$ cat config.mk
export PLATFORM = sky130hd
export DESIGN_NAME = n101_reset_sequencer
export DESIGN_NICKNAME = d
export VERILOG_FILES = /design/src/rtl/n101_rstseq_pkg.sv /design/src/rtl/n101_reset_sync.sv /design/src/rtl/n101_reset_sequencer.sv
export SDC_FILE = /design/constraint.sdc
export NUM_CORES = 1
export LEC_CHECK = 0
export CORE_MARGIN = 3
export CORE_UTILIZATION = 58
export CTS_BUF_LIST = sky130_fd_sc_hd__clkbuf_8
export CTS_CLUSTER_DIAMETER = 120
export DETAILED_ROUTE_END_ITERATION = 12
export GPL_ROUTABILITY_DRIVEN = 0
export PLACE_DENSITY_LB_ADDON = 0.25
export SYNTH_ARGS = -nofsm -noshare
export SYNTH_HDL_FRONTEND = slang
export SYNTH_SLANG_ARGS = --single-unit
$ cat constraint.sdc
create_clock -name clock -period 2.3 [get_ports clock]
set_input_delay 0.46 -clock clock [delete_from_list [all_inputs] [get_ports clock]]
set_output_delay 0.46 -clock clock [all_outputs]
set_load 0.005 [all_outputs]
$ cat src/rtl/n101_rstseq_pkg.sv
// Shared types and helpers for the n101 reset sequencer.
// The optional reset-cause output is enabled with N101_RSTSEQ_CAUSE_EN.
package n101_rstseq_pkg;

  typedef enum logic [1:0] {
    StSync    = 2'd0,
    StHold    = 2'd1,
    StRelease = 2'd2,
    StRun     = 2'd3
  } rstseq_state_e;

  localparam logic [1:0] CauseReset = 2'b01;
  localparam logic [1:0] CauseSw    = 2'b10;

  // Width that holds every value 0..max(hold, stagger).
  function automatic int unsigned cnt_width(input int unsigned hold, input int unsigned stagger);
    int unsigned m;
    m = (hold > stagger) ? hold : stagger;
    return $clog2(m + 1);
  endfunction

endpackage

$ cat src/rtl/n101_reset_sync.sv
// Reset synchronizer: asynchronous assert, release shifted through STAGES flops.
module n101_reset_sync #(
  parameter int unsigned STAGES = 2
) (
  input  logic clock,
  input  logic reset,
  output logic sync_rst
);

  logic [STAGES-1:0] chain_q;

  always_ff @(posedge clock or posedge reset) begin
    if (reset) begin
      chain_q <= '1;
    end else begin
      chain_q <= chain_q << 1;
    end
  end

  assign sync_rst = chain_q[STAGES-1];

endmodule

$ cat src/rtl/n101_reset_sequencer.sv
// Staggered per-domain reset sequencer with software re-sequence request.
// Optional io_cause output when N101_RSTSEQ_CAUSE_EN is defined.
module n101_reset_sequencer
  import n101_rstseq_pkg::*;
#(
  parameter int unsigned NUM_DOMAINS = 5,
  parameter int unsigned SYNC_STAGES = 2,
  parameter int unsigned HOLD_CYCLES = 16,
  parameter int unsigned STAGGER     = 4
) (
  input  logic                   clock,
  input  logic                   reset,
  input  logic                   io_sw_rst,
  output logic [NUM_DOMAINS-1:0] io_rst_out,
  output logic                   io_done,
  output logic                   io_busy
`ifdef N101_RSTSEQ_CAUSE_EN
  ,
  output logic [1:0]             io_cause
`endif
);

  localparam int unsigned CntW = cnt_width(HOLD_CYCLES, STAGGER);
  localparam int unsigned IdxW = (NUM_DOMAINS > 1) ? $clog2(NUM_DOMAINS) : 1;
  localparam logic [CntW-1:0] HoldLast = CntW'(HOLD_CYCLES - 1);
  localparam logic [CntW-1:0] StagLast = CntW'(STAGGER - 1);
  localparam logic [IdxW-1:0] IdxLast  = IdxW'(NUM_DOMAINS - 1);

  rstseq_state_e          state_q, state_d;
  logic [CntW-1:0]        cnt_q, cnt_d;
  logic [IdxW-1:0]        idx_q, idx_d;
  logic [NUM_DOMAINS-1:0] rst_q, rst_d;
  logic                   done_q, done_d;
  logic                   busy_q;
  logic                   sync_rst;
  logic                   sw_accept;

  // The state register acts as the last synchronizer flop, so SYNC ends
  // on edge SYNC_STAGES after release.
  n101_reset_sync #(
    .STAGES(SYNC_STAGES - 1)
  ) u_sync (
    .clock   (clock),
    .reset   (reset),
    .sync_rst(sync_rst)
  );

  assign sw_accept = io_sw_rst && (state_q != StSync);

  always_comb begin
    state_d = state_q;
    cnt_d   = cnt_q;
    idx_d   = idx_q;
    rst_d   = rst_q;
    unique case (state_q)
      StSync: begin
        if (!sync_rst) begin
          state_d = StHold;
          cnt_d   = '0;
        end
      end
      StHold: begin
        if (sw_accept) begin
          cnt_d = '0;
        end else if (cnt_q == HoldLast) begin
          state_d = StRelease;
          cnt_d   = '0;
          idx_d   = '0;
        end else begin
          cnt_d = cnt_q + CntW'(1);
        end
      end
      StRelease, StRun: begin
        if (sw_accept) begin
          state_d = StHold;
          cnt_d   = '0;
          rst_d   = '1;
        end else if (state_q == StRelease) begin
          if (cnt_q == '0) begin
            rst_d[idx_q] = 1'b0;
            cnt_d        = StagLast;
            if (idx_q == IdxLast) begin
              state_d = StRun;
            end else begin
              idx_d = idx_q + IdxW'(1);
            end
          end else begin
            cnt_d = cnt_q - CntW'(1);
          end
        end
      end
    endcase
  end

  // Done/busy are registered one edge behind the RUN transition.
  assign done_d = (state_q == StRun) && !io_sw_rst;

  always_ff @(posedge clock or posedge reset) begin
    if (reset) begin
      state_q <= StSync;
      cnt_q   <= '0;
      idx_q   <= '0;
      rst_q   <= '1;
      done_q  <= 1'b0;
      busy_q  <= 1'b1;
    end else begin
      state_q <= state_d;
      cnt_q   <= cnt_d;
      idx_q   <= idx_d;
      rst_q   <= rst_d;
      done_q  <= done_d;
      busy_q  <= !done_d;
    end
  end

  assign io_rst_out = rst_q;
  assign io_done    = done_q;
  assign io_busy    = busy_q;

`ifdef N101_RSTSEQ_CAUSE_EN
  logic [1:0] cause_q;

  always_ff @(posedge clock or posedge reset) begin
    if (reset) begin
      cause_q <= CauseReset;
    end else if (sw_accept) begin
      cause_q <= CauseSw;
    end
  end

  assign io_cause = cause_q;
`endif

endmodule

Word-level counts from Yosys, hierarchy flattened
Cells that the tools add are included.
{ "classes": {"addsub": 3, "mul": 0, "n_div": 0, "magnitude_cmp": 2, "n_eq_ne": 15, "shift": 0, "n_mux": 27, "bitwise_logic": 2, "reduce_logical": 16} }
{ "ops": {"columns": ["cell", "count"], "rows": [
  ["2-to-1 mux 5 bit", 9],
  ["2-to-1 mux 3 bit", 6],
  ["case mux 5 bit (3 select lines)", 1],
  ["2-to-1 mux 2 bit", 7],
  ["inequality test 2 bit (second input constant)", 7],
  ["inequality test 3 bit (second input constant)", 3],
  ["nonzero test 2 bit", 4],
  ["AND reduction 7 bit", 1],
  ["case mux 2 bit (3 select lines)", 1],
  ["case mux 3 bit (2 select lines)", 1],
  ["AND reduction 6 bit", 1],
  ["adder 5 x 1 -> 5 bit (second input constant)", 1],
  ["bitwise AND 5 bit", 1],
  ["equality test 5 x 4 -> 1 bit (second input constant)", 1],
  ["zero test 5 bit", 1],
  ["NOT 5 bit", 1],
  ["subtractor 5 x 1 -> 5 bit (second input constant)", 1],
  ["equality test 2 bit (second input constant)", 2],
  ["less-than comparator 3 x 4 -> 1 bit (second input constant)", 1],
  ["adder 3 x 1 -> 3 bit (second input constant)", 1],
  ["demux 1 bit (select 3 bit)", 1],
  ["equality test 3 bit (second input constant)", 1],
  ["greater-or-equal comparator 3 x 1 -> 1 bit (second input constant)", 1],
  ["logical AND 1 bit", 3],
  ["7 further kinds", 8]
]} }
{ "totals": {"ff_bits": 18, "latch_bits": 0, "mem_bits_rw": 0, "romBits": 0, "input_bits": 3, "out_inout_bits": 7, "n_memories": 0} }

Logic depth before layout (Yosys ltp)
{ "depth": {"word_depth": 9, "depth_mapped": 6, "mapped_depth_nobuf": 6} }

Cells and area by module
Synthesis repeated with hierarchy kept, for this count alone.
{ "unflattened": {"hier_cells": 106, "hier_area_um2": 1034.7} }
{ "by_module_without_submodules": {"columns": ["module", "instances", "cells_per_inst", "area_per_inst_um2", "seq_area_each_um2"], "rows": [
  ["n101_reset_sequencer", 1, 103, 1001.0, 432.9],
  ["n101_reset_sync", 1, 3, 33.8, 26.3]
]} }

Worst setup path before layout
OpenSTA, ideal clock, no wires.
{ "synth_timing": {"kind": "flip-flop to flip-flop", "startpoint": "register cnt_q[0]", "endpoint": "register cnt_q[3]", "t_arrival_ps": 1525, "t_required_ps": 2174, "slack_ps": 649, "path_stages_with_launch": 6, "period_less_slack_ps": 1651, "path_cell_list": "dfrtp_1 inv_1 ha_1 or4b_4 and3_1 a221o_1"} }
{ "synth_between": {"elab_chain_cells": 5, "elab_cells_between_ends": 10} }
{ "synth_rtl": {"columns": ["element", "line", "rtl"], "rows": [
  ["start: declaration", "n101_reset_sequencer.sv:30", "logic [CntW-1:0] cnt_q, cnt_d;"],
  ["start signal: assignment", "n101_reset_sequencer.sv:108", "cnt_q <= cnt_d;"],
  ["subtractor 5 x 1 -> 5 bit / zero test 5 bit (equally long branches)", "n101_reset_sequencer.sv:88, n101_reset_sequencer.sv:79", null],
  ["2-to-1 mux 5 bit", "n101_reset_sequencer.sv:79", "if (cnt_q == '0) begin"],
  ["2-to-1 mux 5 bit", "n101_reset_sequencer.sv:78", "end else if (state_q == StRelease) begin"],
  ["2-to-1 mux 5 bit", "n101_reset_sequencer.sv:74", "if (sw_accept) begin"],
  ["case mux 5 bit (3 select lines) (*)", "n101_reset_sequencer.sv:55", "unique case (state_q)"]
]} }
Mark *: on every way between the ends. The rest lies on a longest branch, timed or not. The select of a mux whose other input is x is not followed.
A chain may end at the register's enable or synchronous reset.

Worst setup path after layout
Ends and elaborated chain as after synthesis.

==> metrics.txt <==
DRC viols=0; Initial Utilization=64.52%; Num Clock Sinks=18; number of global-route vias before repair=848; Slew headroom=56.56%; htree depth=1; worst reg2reg setup slack=500 ps; RR Endpoint=cnt_q[3]$_DFFE_PP0P_; Clock Skew=4.991 ps; top-count cell post-synth=a21oi_1; compound-cell area share of the yosys netlist=24.11%; core footprint=1577 µm²; Combinational Power Share=40.1%; TNS Setup=0 ps; Synth top area share=27.06%; grt ovf=0; post-synthesis cell type count=38; sequential-to-total area share from yosys stat=45.14%; cell-internal power=0.0007663 W; fillcell total=115; layout cells sized above 1=13.16%; DPL Wire Length=1502 µm; TritonRoute pass-1 iters=4; Area Growth Syn to Fin=12.91%; #FFs+latches synth=18; WS Path Type=reg -> reg; area leader, netlist=dfrtp_1; Post-Syn Area=1017 µm²; dominant synthesized flop cell=dfrtp_1; RR Startpoint=cnt_q[0]$_DFFE_PP0P_; hold_buf cts=0; CP arrival=1930 ps; Skew-Pair Late Insertion Delay=250 ps; DIE AREA=2292 µm²; vias=858; crit path time final=1795 ps; CP max FO=6; worst slew pin tran=650.9 ps; CTS tree=built; Mapped Nets=112; Final Max Tran Viols=0; outcome=finished, final reports clean; register clock-pin slew on the reported worst setup and hold paths=70 ps; post-synthesis mux area share=0%; Psw=0.0004824 W; largest net degree at the start of global routing=19; Worst Setup Start Kind=flop; Area contributors post-synth=dfrtp_1 27%, dfstp_2 18%, a21oi_1 6.4%, ha_1 4.9%, inv_1 3.7%; nets=122; antenna violations before repair=0; Synth Area in Adders=4.920%; clock share of power=17.6%; endpoint class of the critical path=flop; Resize count post-CTS=0; unrepaired setup endpoints after global routing=no; CTS Buf Count=3; largest family of logic cells by synthesized area=compound AO/OA/AOI/OAI gates; Hold Path Origin=io_rst_out[1]$_DFFE_PP1P_; global-route wire length before repair=3574 µm; most frequent cells after synthesis=13 x a21oi_1, 11 x dfrtp_1, 10 x inv_1, 7 x dfstp_2, 6 x nor2_1; Mean Syn Cell Area=9.688 µm²; Via density=6.600; Core Rows=14; Max Fclk=0.5570 GHz; Post-Route WL=2202 µm; # IOs=10; R2R depth=5; Sw Ratio=38.63%; Synth Instances=105; worst endpoint required time=2440 ps; final setup vio count=0; leakage=0.5106 nW; number of synthesized flops with an enable pin=0; DRT antenna net count=0; crit path launch=cnt_q[0]$_DFFE_PP0P_; I/O Buffers=9; routed len/inst=16.94 µm; Tot GR Track Use=22.15%; Max Cap Viol=0; Hold Crit Class=reg -> reg; final hold violation count=0; Final period util=78.06%; sequential share of power=42.3%; Clock Tree Buf Depth=2; setup bufs post-CTS=0; Max VDD drop=0.0005031 V; post-synthesis simple-gate area fraction=16.97%; Synth warnings=0; Post-Synth XOR/XNOR Area=1.722%; worst hold endpoint=io_rst_out[1]$_DFFE_PP1P_; Hold Path Depth=2; die height=47.88 µm; hold_ws=524.4 ps; Root Driver=clkbuf_8; Iteration-0 DRC Markers=37; width of the die=47.88 µm; PwrDens=1087 nW/µm²; Async S/R FF share, synth=100.0%; n_diodes=0
==> routing by layer <==
layer  vias to the layer above  global-route usage, %  share of wire (%)
met3                         8                  3.759                8.1
met5                         -                      0                  0
met4                         0                  11.83                1.7
met2                        45                  33.77                 46
li1                        398                      -                  -
met1                       407                  29.68                 44
==> how the worst max path moves through the flow <==
| stage | end | cells after the start |
|---|---|---|
| CTS | cnt_q[3]$_DFFE_PP0P_ | 5 |
| finish | cnt_q[3]$_DFFE_PP0P_ | 5 |
| global placement | cnt_q[3]$_DFFE_PP0P_ | 5 |
| detailed placement | cnt_q[3]$_DFFE_PP0P_ | 5 |
| floorplan | cnt_q[3]$_DFFE_PP0P_ | 5 |
| global route | state_q[0]$_DFFE_PP0P_ | 6 |
==> cell type report <==
class / count / area (µm²) / area share (%)
tap: 16 / 20.02 / 1.743
clock buffer: 3 / 41.29 / 3.595
timing repair buffer: 10 / 97.59 / 8.497
clock inverter: 1 / 3.754 / 0.3268
sequential: 18 / 459.2 / 39.98
multi-input combinational: 72 / 489.2 / 42.59
inverter: 10 / 37.54 / 3.268
==> power by group through the flow <==
| stage | clock network (W) | logic, W | registers [W] |
|---|---|---|---|
| 5_1_grt | 0.000241 | 0.000548 | 0.000543 |
| 4_1_cts | 0.000223 | 0.000492 | 0.000525 |
| 3_3_place_gp | 0 | 0.000467 | 0.000520 |
| 3_5_place_dp | 0 | 0.000485 | 0.000527 |
| 2_1_floorplan | 0 | 0.000410 | 0.000462 |
| 6_report | 0.000219 | 0.000501 | 0.000528 |
==> layout by cell type (no fill, tap or decap), drive strengths merged, types with 2 or more instances in the layout <==
cell type / instances
a21oi: 13
inv: 11
dfrtp: 11
clkdlybuf4s50: 9
dfstp: 7
nor2: 6
nor2b: 4
nand2: 4
a31oi: 4
nand3: 4
ha: 4
o21ai: 3
clkbuf: 3
nand2b: 2
o2111ai: 2
a221o: 2
o22ai: 2
o21a: 2
nand4: 2
o21bai: 2
a22o: 2
==> state kept, by name, indices dropped and copies added (netlist names) <==
name	cells
cnt_q	5
idx_q	3
io_busy	1
io_done	1
io_rst_out	5
state_q	2
u_sync.sync_rst	1
==> stage by stage <==
step                      cells  setup WS [ps]  power [W]  utilization (%)  cell area [µm²]
after floorplan             105          649.5  0.0008724                -             1017
after global placement      126          361.4  0.0009864            70.00             1104
after detailed placement    126          323.7   0.001013            70.00             1104
after CTS                   130          490.9   0.001240            72.86             1149
after global routing        130          348.6   0.001331            72.86             1149
final                       130          504.7   0.001249            72.86             1149
==> worst max-delay path: stages (launching register included) <==
cell and delay (ps):
dfrtp_1 440, inv_1 80, ha_1 240, or4b_4 490, and3_1 160, a221o_1 260
==> cell families (layout without fill, tap and decap cells) <==
logic type / count (synthesis) / in the layout
compound gates: 37 / 37
xor+xnor: 2 / 2
fa+ha+maj: 4 / 4
buf+inv: 15 / 24
flops: 18 / 18
other cells: 1 / 1
simple gates: 28 / 28
(Power assumes the default switching activity.)
